### src/rtl/vend_purchase_engine.sv
// Multi-slot vending purchase engine: handshake accept, CHECK, RESP commit.
// Optional accumulator saturation: define VEND_ACC_SAT_EN.
module vend_purchase_engine #(
  parameter int NUM_SLOTS   = 4,
  parameter int SLOT_W      = 2,
  parameter int PRICE_W     = 4,
  parameter int QTY_W       = 4,
  parameter int MONEY_W     = 7,
  parameter int ACC_W       = 9,
  parameter int INIT_SUPPLY = 5,
  parameter int INIT_PRICE  = 3
) (
  input  logic               clk,
  input  logic               rst,
  input  logic [1:0]         mode,
  input  logic               req_valid,
  output logic               req_ready,
  input  logic [SLOT_W-1:0]  slot,
  input  logic [QTY_W-1:0]   amount,
  input  logic [MONEY_W-1:0] money,
  input  logic [PRICE_W-1:0] price_in,
  output logic               resp_valid,
  output logic               red_light,
  output logic [1:0]         reject_code,
  output logic [MONEY_W-1:0] remaining_money,
  output logic [QTY_W-1:0]   supply_out,
  output logic [ACC_W-1:0]   machine_acc,
  output logic               acc_sat
);

  localparam int CW = PRICE_W + QTY_W;
  localparam int MW = (MONEY_W > CW) ? MONEY_W : CW;

  typedef enum logic [1:0] {IDLE, CHECK, RESP} state_t;

  state_t state, state_n;

  logic [1:0]         r_mode;
  logic [SLOT_W-1:0]  r_slot;
  logic [QTY_W-1:0]   r_amt;
  logic [MONEY_W-1:0] r_money;
  logic [PRICE_W-1:0] r_price;
  logic [CW-1:0]      cost_q;
  logic [1:0]         code_q;

  logic [PRICE_W-1:0] price_q  [NUM_SLOTS];
  logic [QTY_W-1:0]   supply_q [NUM_SLOTS];

  logic [31:0]        slot_ext;
  logic               slot_ok;
  logic [PRICE_W-1:0] cur_price;
  logic [QTY_W-1:0]   cur_supply;
  logic [CW-1:0]      cost_c;
  logic [1:0]         code_c;
  logic [QTY_W:0]     rs_sum;
  logic [QTY_W-1:0]   rs_val;
  logic               acc_add;

  assign req_ready = (state == IDLE);

  always_ff @(posedge clk or posedge rst) begin
    if (rst) state <= IDLE;
    else     state <= state_n;
  end

  always_comb begin
    state_n = state;
    unique case (state)
      IDLE:    if (req_valid) state_n = CHECK;
      CHECK:   state_n = RESP;
      RESP:    state_n = IDLE;
      default: state_n = IDLE;
    endcase
  end

  assign slot_ext = 32'(r_slot);
  assign slot_ok  = slot_ext < 32'(NUM_SLOTS);

  always_comb begin
    cur_price  = '0;
    cur_supply = '0;
    if (slot_ok) begin
      cur_price  = price_q[r_slot];
      cur_supply = supply_q[r_slot];
    end
  end

  assign cost_c = CW'(cur_price) * CW'(r_amt);
  assign rs_sum = {1'b0, cur_supply} + {1'b0, r_amt};
  assign rs_val = rs_sum[QTY_W] ? '1 : rs_sum[QTY_W-1:0];

  // Bad slot outranks money, which outranks supply.
  always_comb begin
    code_c = 2'b00;
    if (!slot_ok)
      code_c = 2'b11;
    else if (r_mode == 2'b01) begin
      if (MW'(r_money) < MW'(cost_c)) code_c = 2'b01;
      else if (r_amt > cur_supply)    code_c = 2'b10;
    end
  end

  always_ff @(posedge clk or posedge rst) begin
    if (rst) begin
      r_mode          <= '0;
      r_slot          <= '0;
      r_amt           <= '0;
      r_money         <= '0;
      r_price         <= '0;
      cost_q          <= '0;
      code_q          <= '0;
      resp_valid      <= 1'b0;
      red_light       <= 1'b0;
      reject_code     <= '0;
      remaining_money <= '0;
      supply_out      <= '0;
      for (int i = 0; i < NUM_SLOTS; i++) begin
        price_q[i]  <= PRICE_W'(INIT_PRICE);
        supply_q[i] <= QTY_W'(INIT_SUPPLY);
      end
    end else begin
      resp_valid <= 1'b0;
      if (state == IDLE && req_valid) begin
        r_mode  <= mode;
        r_slot  <= slot;
        r_amt   <= amount;
        r_money <= money;
        r_price <= price_in;
      end
      if (state == CHECK) begin
        cost_q <= cost_c;
        code_q <= code_c;
      end
      if (state == RESP) begin
        resp_valid      <= 1'b1;
        red_light       <= (code_q != 2'b00);
        reject_code     <= code_q;
        remaining_money <= r_money;
        supply_out      <= cur_supply;
        if (slot_ok) begin
          unique case (r_mode)
            2'b01: if (code_q == 2'b00) begin
              supply_q[r_slot] <= cur_supply - r_amt;
              supply_out       <= cur_supply - r_amt;
              remaining_money  <= r_money - MONEY_W'(cost_q);
            end
            2'b10: begin
              supply_q[r_slot] <= rs_val;
              supply_out       <= rs_val;
            end
            2'b11: price_q[r_slot] <= r_price;
            default: ;
          endcase
        end
      end
    end
  end

  assign acc_add = (state == RESP) && (r_mode == 2'b01) && (code_q == 2'b00);

`ifdef VEND_ACC_SAT_EN
  localparam int SW = ((ACC_W > CW) ? ACC_W : CW) + 1;
  localparam logic [SW-1:0] ACC_MAX = (SW'(1) << ACC_W) - SW'(1);

  logic [SW-1:0] acc_sum;

  assign acc_sum = SW'(machine_acc) + SW'(cost_q);

  always_ff @(posedge clk or posedge rst) begin
    if (rst) begin
      machine_acc <= '0;
      acc_sat     <= 1'b0;
    end else if (acc_add) begin
      if (acc_sum > ACC_MAX) begin
        machine_acc <= '1;
        acc_sat     <= 1'b1;
      end else begin
        machine_acc <= acc_sum[ACC_W-1:0];
      end
    end
  end
`else
  always_ff @(posedge clk or posedge rst) begin
    if (rst)          machine_acc <= '0;
    else if (acc_add) machine_acc <= machine_acc + ACC_W'(cost_q);
  end

  assign acc_sat = 1'b0;
`endif

endmodule

### config.mk
export PLATFORM = sky130hd
export DESIGN_NAME = vend_purchase_engine
export DESIGN_NICKNAME = d
export VERILOG_FILES = /design/src/rtl/vend_purchase_engine.sv
export SDC_FILE = /design/constraint.sdc
export NUM_CORES = 1
export LEC_CHECK = 0
export BUFFER_PORTS_ARGS = -buffer_cell sky130_fd_sc_hd__buf_2
export CELL_PAD_IN_SITES_DETAIL_PLACEMENT = 1
export CELL_PAD_IN_SITES_GLOBAL_PLACEMENT = 1
export CORE_MARGIN = 2
export CORE_UTILIZATION = 35
export CTS_BUF_LIST = sky130_fd_sc_hd__clkbuf_2
export CTS_CLUSTER_DIAMETER = 200
export CTS_CLUSTER_SIZE = 16
export DETAILED_ROUTE_END_ITERATION = 7
export PLACE_DENSITY_LB_ADDON = 0.08
export SYNTH_ARGS = -nofsm -noshare
export SYNTH_HDL_FRONTEND = slang
export SYNTH_SLANG_ARGS = --single-unit
### constraint.sdc
create_clock -name clk -period 8.8 [get_ports clk]
set_input_delay 1.32 -clock clk [delete_from_list [all_inputs] [get_ports clk]]
set_output_delay 1.32 -clock clk [all_outputs]
set_load 0.02 [all_outputs]
# Word-level counts from Yosys, hierarchy flattened
# Index checks and enable logic that the tools add are counted.
[word_totals] ff_bits=87 latchBits=0 mem_bits_rw=0 mem_bits_ro=0 in_bits=22 output_inout_bits=26 wordCells=79 mem_count=0
[classes] addsub=4 mul=1 div=0 magnitude_cmp=5 eq_ne=7 shifts=0 mux=29 bitwise_logic=1 n_reduce_logical=10
[op_table] operator="bitwise mux 16 bit" count=3
[op_table] operator="2-to-1 mux 4 bit" count=10
[op_table] operator="one-hot mux 16 bit (2 select lines)" count=1
[op_table] operator="2-to-1 mux 7 bit" count=3
[op_table] operator="binary-select mux 4 bit (select 2 bit)" count=2
[op_table] operator="2-to-1 mux 16 bit" count=1
[op_table] operator="2-to-1 mux 2 bit" count=5
[op_table] operator="adder 9 x 8 -> 9 bit" count=1
[op_table] operator="demux 4 bit (select 2 bit)" count=1
[op_table] operator="less-than comparator 7 x 8 -> 1 bit" count=1
[op_table] operator="multiplier 4 x 4 -> 8 bit" count=1
[op_table] operator="one-hot mux 4 bit (2 select lines)" count=1
[op_table] operator="subtractor 7 bit" count=1
[op_table] operator="equality test 2 bit (second input constant)" count=3
[op_table] operator="adder 4 x 4 -> 5 bit" count=1
[op_table] operator="equality test 2 x 1 -> 1 bit (second input constant)" count=2
[op_table] operator="greater-than comparator 4 bit" count=1
[op_table] operator="logical AND 1 bit" count=4
[op_table] operator="logical NOT 2 bit" count=2
[op_table] operator="one-hot mux 2 bit (2 select lines)" count=1
[op_table] operator="AND reduction 4 bit" count=1
[op_table] operator="nonzero test 2 bit" count=2
[op_table] operator="subtractor 4 bit" count=1
[op_table] operator="greater-or-equal comparator 3 bit (second input constant)" count=1
[op_table] operator="7 further kinds" count=7

# Logic depth before layout (Yosys ltp)
# Gate-level depths: netlist of run 1.
[logic_depth] depth_word=10 mapped_depth=17 mapped_depth_nobuf=16

# Worst setup path before layout of run 1
# Ideal clock, no wire load.
[synth_timing] path_type="register to register" startpoint="register r_slot[0]" endpoint="register code_q[0]" setup_time_ns=0.120 arrival_ns=4.204 required_ns=8.680 path_slack_ns=4.476 path_stages_with_launch=18 path_buffers=2 period_less_slack_ns=4.324 path_cell_list="dfrtp_1 -> buf_2 -> buf_2 -> mux4_2 -> nand2_1 -> fa_1 -> fa_1 -> inv_1 -> fa_1 -> a21o_1 -> a21oi_1 -> xor2_1 -> ha_1 -> and3_1 -> o2111ai_1 -> nor2_1 -> o21ai_0 -> a31o_2"
[synth_via] elab_chain_cells=10 elab_cells_between_ends=11 classes_between="mul (1); order compare (2); mux (7); bitwise (1)"
[synth_rtl] element="start: declaration" line_no="39" source="logic [SLOT_W-1:0] r_slot;"
[synth_rtl] element="start signal: assignment" line_no="125" source="r_slot <= slot;"
[synth_rtl] element="inverter 2 -> 3 bit (not written as such)" line_no="83" source="cur_price = price_q[r_slot];"
[synth_rtl] element="binary-select mux 4 bit (select 2 bit)" line_no="83"
[synth_rtl] element="2-to-1 mux 4 bit (not written as such) (2 in series)" line_no="83"
[synth_rtl] element="2-to-1 mux 4 bit" line_no="82" source="if (slot_ok) begin"
[synth_rtl] element="multiplier 4 x 4 -> 8 bit" line_no="88" source="assign cost_c = CW'(cur_price) * CW'(r_amt);"
[synth_rtl] element="less-than comparator 7 x 8 -> 1 bit" line_no="98" source="if (MW'(r_money) < MW'(cost_c)) code_c = 2'b01;"
[synth_rtl] element="2-to-1 mux 2 bit" line_no="98"
[synth_rtl] element="2-to-1 mux 2 bit" line_no="97" source="else if (r_mode == 2'b01) begin"
[synth_rtl] element="2-to-1 mux 2 bit *" line_no="95" source="if (!slot_ok)"
[synth_rtl] element="end signal: assignment" line_no="132" source="code_q <= code_c;"
[synth_rtl] element="end: declaration" line_no="44" source="logic [1:0] code_q;"
# Mark *: on every way between the ends. The rest lies on a longest branch, timed or not. The select of a mux whose other input is x is not followed.
# A chain may end at the register's enable or synchronous reset.

# Worst setup path after layout of run 1
# Ends and elaborated chain as after synthesis.

==> run_results.csv, run 1 <==
group,metric,value,unit
run_status,status,"finished, final reports clean",
setup_path,worstPathMaxFanout,16,
cells_and_area,final_cell_area,0.00560,mm^2
synth,synth_edf_count,0,
synth,synth_area,0.00507,mm^2
cts,cts_root_buf,"clkbuf_2",
global_route,grt_overflow,0,
synth,avgSynthCellArea,10.2,um^2
sta,setup_tns,0,ns
sta,post-route-period-util,0.545,
sta,finalHoldViolations,0,
place,postPlaceCellArea,0.00546,mm^2
sta,period_needed,4.79,ns
routing,routed_via_density,5.11,
pwr,powerDensity,306,mW/mm^2
setup_path,path_class,"register to register",
pwr,peakVddDrop,0.121,mV
worst_hold_path,hp-class,"register to register",
synth,yosys_warnings,0,
routing,drt_pre_antenna_iters,4,
cts,clk_pin_slew,0.23,ns
setup_path,startpoint_type,"register",
global_route,grt_usage,0.168,
global_route,antenna_found_initial,1,
cts,ctsHoldBuffers,0,
routing,drc_errors,0,
routing,vias,3691,
sta,finalSetupViolCount,0,
place,globalplace.congestion,0.794,
routing,drt_iter0_markers,96,
setup_path,cp.arrival,5.35,ns
synth,syn_inst,495,
cells_and_area,nets,610,
cells_and_area,n_fill_cell,1622,
routing,ant_nets,0,
floorplanning,die_w,124,um
flow_run,maxCapViolCount,0,
routing,wire_per_inst,16.7,um
cells_and_area,final_layout_size_suffix_gt1_frac,0.223,
cts,cts_tree,"yes",
cts,clock_latency,0.61,ns
floorplanning,dieArea,0.0155,mm^2
synth,async_flop_share,1.00,
cts,post_cts_resized,0,
sta,fin_skew,0.0412,ns
floorplanning,row_count,43,
setup_path,crit_required,9.36,ns
synth,synthesis.nets,568,
floorplanning,initial_core_util,0.362,
floorplanning,num_io_pins,48,
synth,ys_ff_latch,87,
cts,post_cts_buffers,0,
synth,yosysSeqAreaShare,0.434,
global_route,grt_pass1_vias,3987,
cts,cts_buffer_depth,2,
cts,cts_made_buffers,9,
sta,rsz0062_at_grt,"no",
global_route,grt_pass1_wl,20.6,mm
setup_path,critPathCaptureType,"register",
cells_and_area,seqCellArea,0.00220,mm^2
synth,synth-main-ff-cell,"dfrtp_1",
cts,h-tree-depth,3,
synth,yosysUniqueCellTypes,49,
pwr,leakagePower,2.69,nW
global_route,grt_start_max_net_pins,50,
cts,clkSinkCount,87,
place,hpwlAfterDp,9.44,mm
floorplanning,die-height,124,um
cells_and_area,syn_to_final_growth,10.4,%
cells_and_area,multi_input_area,0.00267,mm^2
sta,worst_pin_slew,0.802,ns
sta,final-max-slew-violation-count,0,
floorplanning,coreArea,0.0140,mm^2
place,portBuffers,46,
sta,max_freq,0.209,GHz
sta,slew_headroom,0.465,
routing,routed_wl,12.1,mm
[power breakdown]
part	total [mW]	switching [mW]	internal, mW
registers	0.663	0.112	0.551
logic	0.812	0.466	0.346
clock network	0.236	0.142	0.0945
[worst paths after layout]
check                                              to  slack, ns  cells after the start                  startpoint
max in group asynchronous       r_mode[1]$_DFFE_PP0P_       6.95                      3                         rst
min                        machine_acc[8]$_DFFE_PP0P_       0.48                      1  machine_acc[8]$_DFFE_PP0P_
max reg2reg                     code_q[0]$_DFFE_PP0N_       4.01                     15       r_slot[0]$_DFFE_PP0P_
max                             code_q[0]$_DFFE_PP0N_       4.01                     15       r_slot[0]$_DFFE_PP0P_
min reg2reg                machine_acc[8]$_DFFE_PP0P_       0.48                      1  machine_acc[8]$_DFFE_PP0P_
min in group asynchronous      r_money[3]$_DFFE_PP0P_       0.74                      2                         rst
[critical path, cell delays in order, from the launching register on]
cell and delay, ns:
dfrtp_1 0.84, mux4_2 0.63, nand2_1 0.11, fa_1 0.45, fa_1 0.55, inv_1 0.07, fa_1 0.45, a21o_1 0.17
a21oi_1 0.17, xor2_1 0.26, ha_1 0.31, and3_1 0.18, o2111ai_1 0.10, nor2_1 0.06, o21ai_0 0.23, a31o_2 0.19
[synthesized netlist by cell type, drive strengths merged (3+ instances only)]
library cell / n / area, um^2
xor2: 9 / 78.8
nor2: 18 / 67.6
nor2b: 6 / 37.5
dfrtp: 71 / 1780
a211oi: 6 / 45.0
o21a: 8 / 60.1
o31ai: 6 / 45.0
nand2b: 6 / 37.5
mux2: 29 / 327
nor3: 3 / 15.0
fa: 8 / 160
xnor2: 3 / 26.3
dfstp: 16 / 420
ha: 43 / 538
o21bai: 3 / 22.5
and3: 3 / 18.8
a21oi: 28 / 140
inv: 33 / 124
clkbuf: 10 / 37.5
mux4: 8 / 180
buf: 7 / 36.3
nand2: 73 / 274
nand3b: 3 / 22.5
nor3b: 3 / 22.5
a21o: 7 / 52.6
o21ai: 50 / 250
and2: 11 / 68.8
[state kept, by name, indices dropped and copies added (netlist names)]
signal,flops
code_q,2
cost_q,8
machine_acc,9
price_q,16
r_amt,4
r_mode,2
r_money,7
r_price,4
r_slot,2
red_light,1
reject_code,2
remaining_money,7
resp_valid,1
state,2
supply_out,4
supply_q,16
[layout by cell type (no fill, tap or decap), drive strengths merged, types with 8 or more instances in the layout]
master   n
ha      43
buf     48
fa       8
nand2   73
dfstp   16
o21ai   50
and2    11
a21oi   28
o21a     8
dfrtp   71
inv     32
xor2     9
mux2    29
mux4     8
nor2    18
clkbuf  11
[metrics by stage]
step	cells	power [mW]	setup WS, ns	hold slack (ns)	util
floorplan	495	1.25	4.48	0.445	-
global placement	706	1.47	4.15	0.449	0.391
detailed placement	706	1.50	4.02	0.456	0.391
CTS	722	1.74	3.98	0.484	0.400
global route	723	1.88	3.72	0.508	0.400
finish	723	1.71	4.01	0.476	0.400
[cell type report]
type,instances,share of cell area
multi-input cells,358,0.477
diodes,1,0.000447
clock buffers,11,0.00984
inverters,33,0.0224
clock inverters,5,0.0132
flip-flops and latches,87,0.393
repair buffers,48,0.0438
well taps,180,0.0403
[per-layer routing]
metal | global-route usage | wire length (um) | up-vias
met5 | 0 | 0 | -
met4 | 0.0621 | 202 | 0
met3 | 0.0258 | 265 | 11
met2 | 0.289 | 6020 | 45
met1 | 0.212 | 5620 | 1835
li1 | - | - | 1800
[kinds of logic after synthesis]
| logic type | after synthesis | synth area share |
|---|---|---|
| buffers and inverters | 50 | 0.0390 |
| and+or+nand+nor | 134 | 0.122 |
| xor gates and xnor gates | 12 | 0.0207 |
| AOI/OAI and AO/OA | 121 | 0.143 |
| muxes | 39 | 0.104 |
| adders and majority gates | 51 | 0.138 |
| other | 1 | 0.000740 |
| DFF | 87 | 0.434 |
(Power assumes the default switching activity.)
==> run 2, diff against run 1 <==
==> constraint.sdc (replaced) <==
create_clock -name clk -period 4.6 [get_ports clk]
set_input_delay 0.69 -clock clk [delete_from_list [all_inputs] [get_ports clk]]
set_output_delay 0.69 -clock clk [all_outputs]
set_load 0.02 [all_outputs]
==> run_results.csv, run 2 (synthesis gave the netlist of run 1 again) <==
group,metric,value,unit
global_route,grt_pass1_wl,20.9,mm
place,hpwlAfterDp,9.62,mm
routing,drt_pre_antenna_iters,4,
cts,cts_tree,"yes",
place,portBuffers,46,
cts,h-tree-depth,3,
cells_and_area,seqCellArea,0.00220,mm^2
routing,routed_via_density,5.07,
sta,max_freq,0.234,GHz
floorplanning,coreArea,0.0140,mm^2
floorplanning,dieArea,0.0155,mm^2
global_route,antenna_found_initial,0,
setup_path,critPathCaptureType,"register",
setup_path,path_class,"register to register",
global_route,grt_start_max_net_pins,46,
cells_and_area,mostFrequentLayoutCell,"nand2_1",
cells_and_area,multi_input_area,0.00267,mm^2
setup_path,cp_top_family,"adder cells",
routing,ant_nets,0,
place,placed_cells,710,
sta,setup_tns,0,ns
global_route,grt_pass1_vias,4015,
cells_and_area,n_fill_cell,1611,
setup_path,worstPathMaxFanout,5,
cts,clk_pin_slew,0.22,ns
setup_path,crit_buf_inv,1,
place,dp_slack,0.151,ns
cells_and_area,diodes,0,
cts,ctsHoldBuffers,0,
routing,drc_errors,0,
setup_path,crit_path_cell_trace,"mux4_2, nand2_1, fa_1, fa_1, inv_1, fa_1, a21o_1, a21oi_1, xor2_1, ha_1, and3_1, o2111ai_1, nor2_1, o21ai_1, a31o_2",
sta,worst_pin_slew,0.798,ns
cells_and_area,largestRegisters,"price_q (16), supply_q (16), machine_acc (9)",
sta,finalHoldViolations,0,
place,globalplace.congestion,0.800,
cells_and_area,final_cell_area,0.00563,mm^2
pwr,power,3.29,mW
cells_and_area,stdcell_count,727,
pwr,powerDensity,585,mW/mm^2
setup_path,slowest_delay,0.56,ns
pwr,leakagePower,2.71,nW
sta,slew_headroom,0.468,
sta,post-route-period-util,0.931,
sta,final.setup.worst_slack,0.319,ns
setup_path,critPathMostFrequentCell,"fa_1",
worst_hold_path,hp-class,"input pin to asynchronous set/reset pin",
flow_run,maxCapViolCount,0,
cts,cts_root_buf,"clkbuf_2",
routing,wire_per_inst,16.8,um
setup_path,startpoint_type,"register",
routing,vias,3688,
setup_path,crit_required,5.10,ns
floorplanning,die-height,124,um
setup_path,cp.arrival,4.78,ns
cells_and_area,nets,615,
global_route,grt_usage,0.169,
cells_and_area,syn_to_final_growth,11.1,%
cts,clkSinkCount,87,
global_route,grt_overflow,0,
cts,clock_latency,0.59,ns
sta,final-max-slew-violation-count,0,
floorplanning,initial_core_util,0.362,
cells_and_area,final_layout_size_suffix_gt1_frac,0.230,
place,postPlaceCellArea,0.00549,mm^2
routing,drt_iter0_markers,121,
floorplanning,num_io_pins,48,
cts,cts_buffer_depth,2,
run_status,status,"finished, final reports clean",
setup_path,slowest_stage,"mux4_2",
sta,finalSetupViolCount,0,
sta,rsz0062_at_grt,"no",
routing,routed_wl,12.2,mm
floorplanning,die_w,124,um
cts,cts_made_buffers,9,
sta,period_needed,4.28,ns
sta,fin_skew,0.0332,ns
floorplanning,row_count,43,
pwr,peakVddDrop,0.206,mV
cells_and_area,final_cell_mix,"nand2_1, dfrtp_1, o21ai_0, buf_2, ha_1",
run 2: cell count changes in the layout (fill, tap and decap cells not counted), sizes merged:
cell   before  now
buf        48   53
diode       1    0
run 2: cell type report:
cell class	instances	share of cell area
Inverter	33	0.0222
Timing Repair Buffer	53	0.0502
Clock inverter	5	0.0129
Multi-Input combinational cell	358	0.474
Clock buffer	11	0.00978
Tap cell	180	0.0400
Sequential cell	87	0.390
run 2: stage by stage:
stage	hold slack, ns	util
global placement	0.450	0.393
floorplan	0.445	-
CTS	0.163	0.402
detailed placement	0.456	0.393
global route	0.176	0.403
finish	0.175	0.403
run 2: final timing paths:
kind / to / slack, ns / cells past startpoint / from
max in group asynchronous: cost_q[6]$_DFFE_PP0N_ / 3.34 / 3 / rst
hold / removal: r_price[2]$_DFFE_PP0P_ / 0.18 / 2 / rst
min in group clk: r_money[3]$_DFFE_PP0P_ / 0.31 / 2 / money[3]
hold reg to reg: machine_acc[8]$_DFFE_PP0P_ / 0.48 / 1 / machine_acc[8]$_DFFE_PP0P_
setup / recovery: code_q[0]$_DFFE_PP0N_ / 0.32 / 15 / r_slot[0]$_DFFE_PP0P_
setup reg to reg: code_q[0]$_DFFE_PP0N_ / 0.32 / 15 / r_slot[0]$_DFFE_PP0P_
run 2: worst reg2reg max path: stages (launching register included):
cell and delay [ns]:
dfrtp_2 0.49, mux4_2 0.56, nand2_1 0.13, fa_1 0.45, fa_1 0.55, inv_1 0.07, fa_1 0.46, a21o_1 0.18
a21oi_1 0.16, xor2_1 0.11, ha_1 0.32, and3_1 0.17, o2111ai_1 0.11, nor2_1 0.10, o21ai_1 0.09, a31o_2 0.26
run 2: what timing repair did:
action	CTS	global route
setup endpoints to repair	0	2
gates resized for setup	0	2
buffers inserted	0	1
run 2: power breakdown:
group	switching, mW	internal (mW)	total, mW	leakage, nW
combinational	0.917	0.680	1.60	1.54
clock	0.264	0.180	0.444	0.0810
sequential	0.198	1.05	1.25	1.08
total	1.38	1.91	3.29	2.71
run 2: routing by layer:
| metal | track usage | part of all wire | vias up |
|---|---|---|---|
| met2 | 0.284 | 0.49 | 48 |
| met3 | 0.0249 | 0.022 | 24 |
| li1 | - | - | 1810 |
| met5 | 0 | 0 | - |
| met4 | 0.0727 | 0.027 | 0 |
| met1 | 0.219 | 0.46 | 1806 |
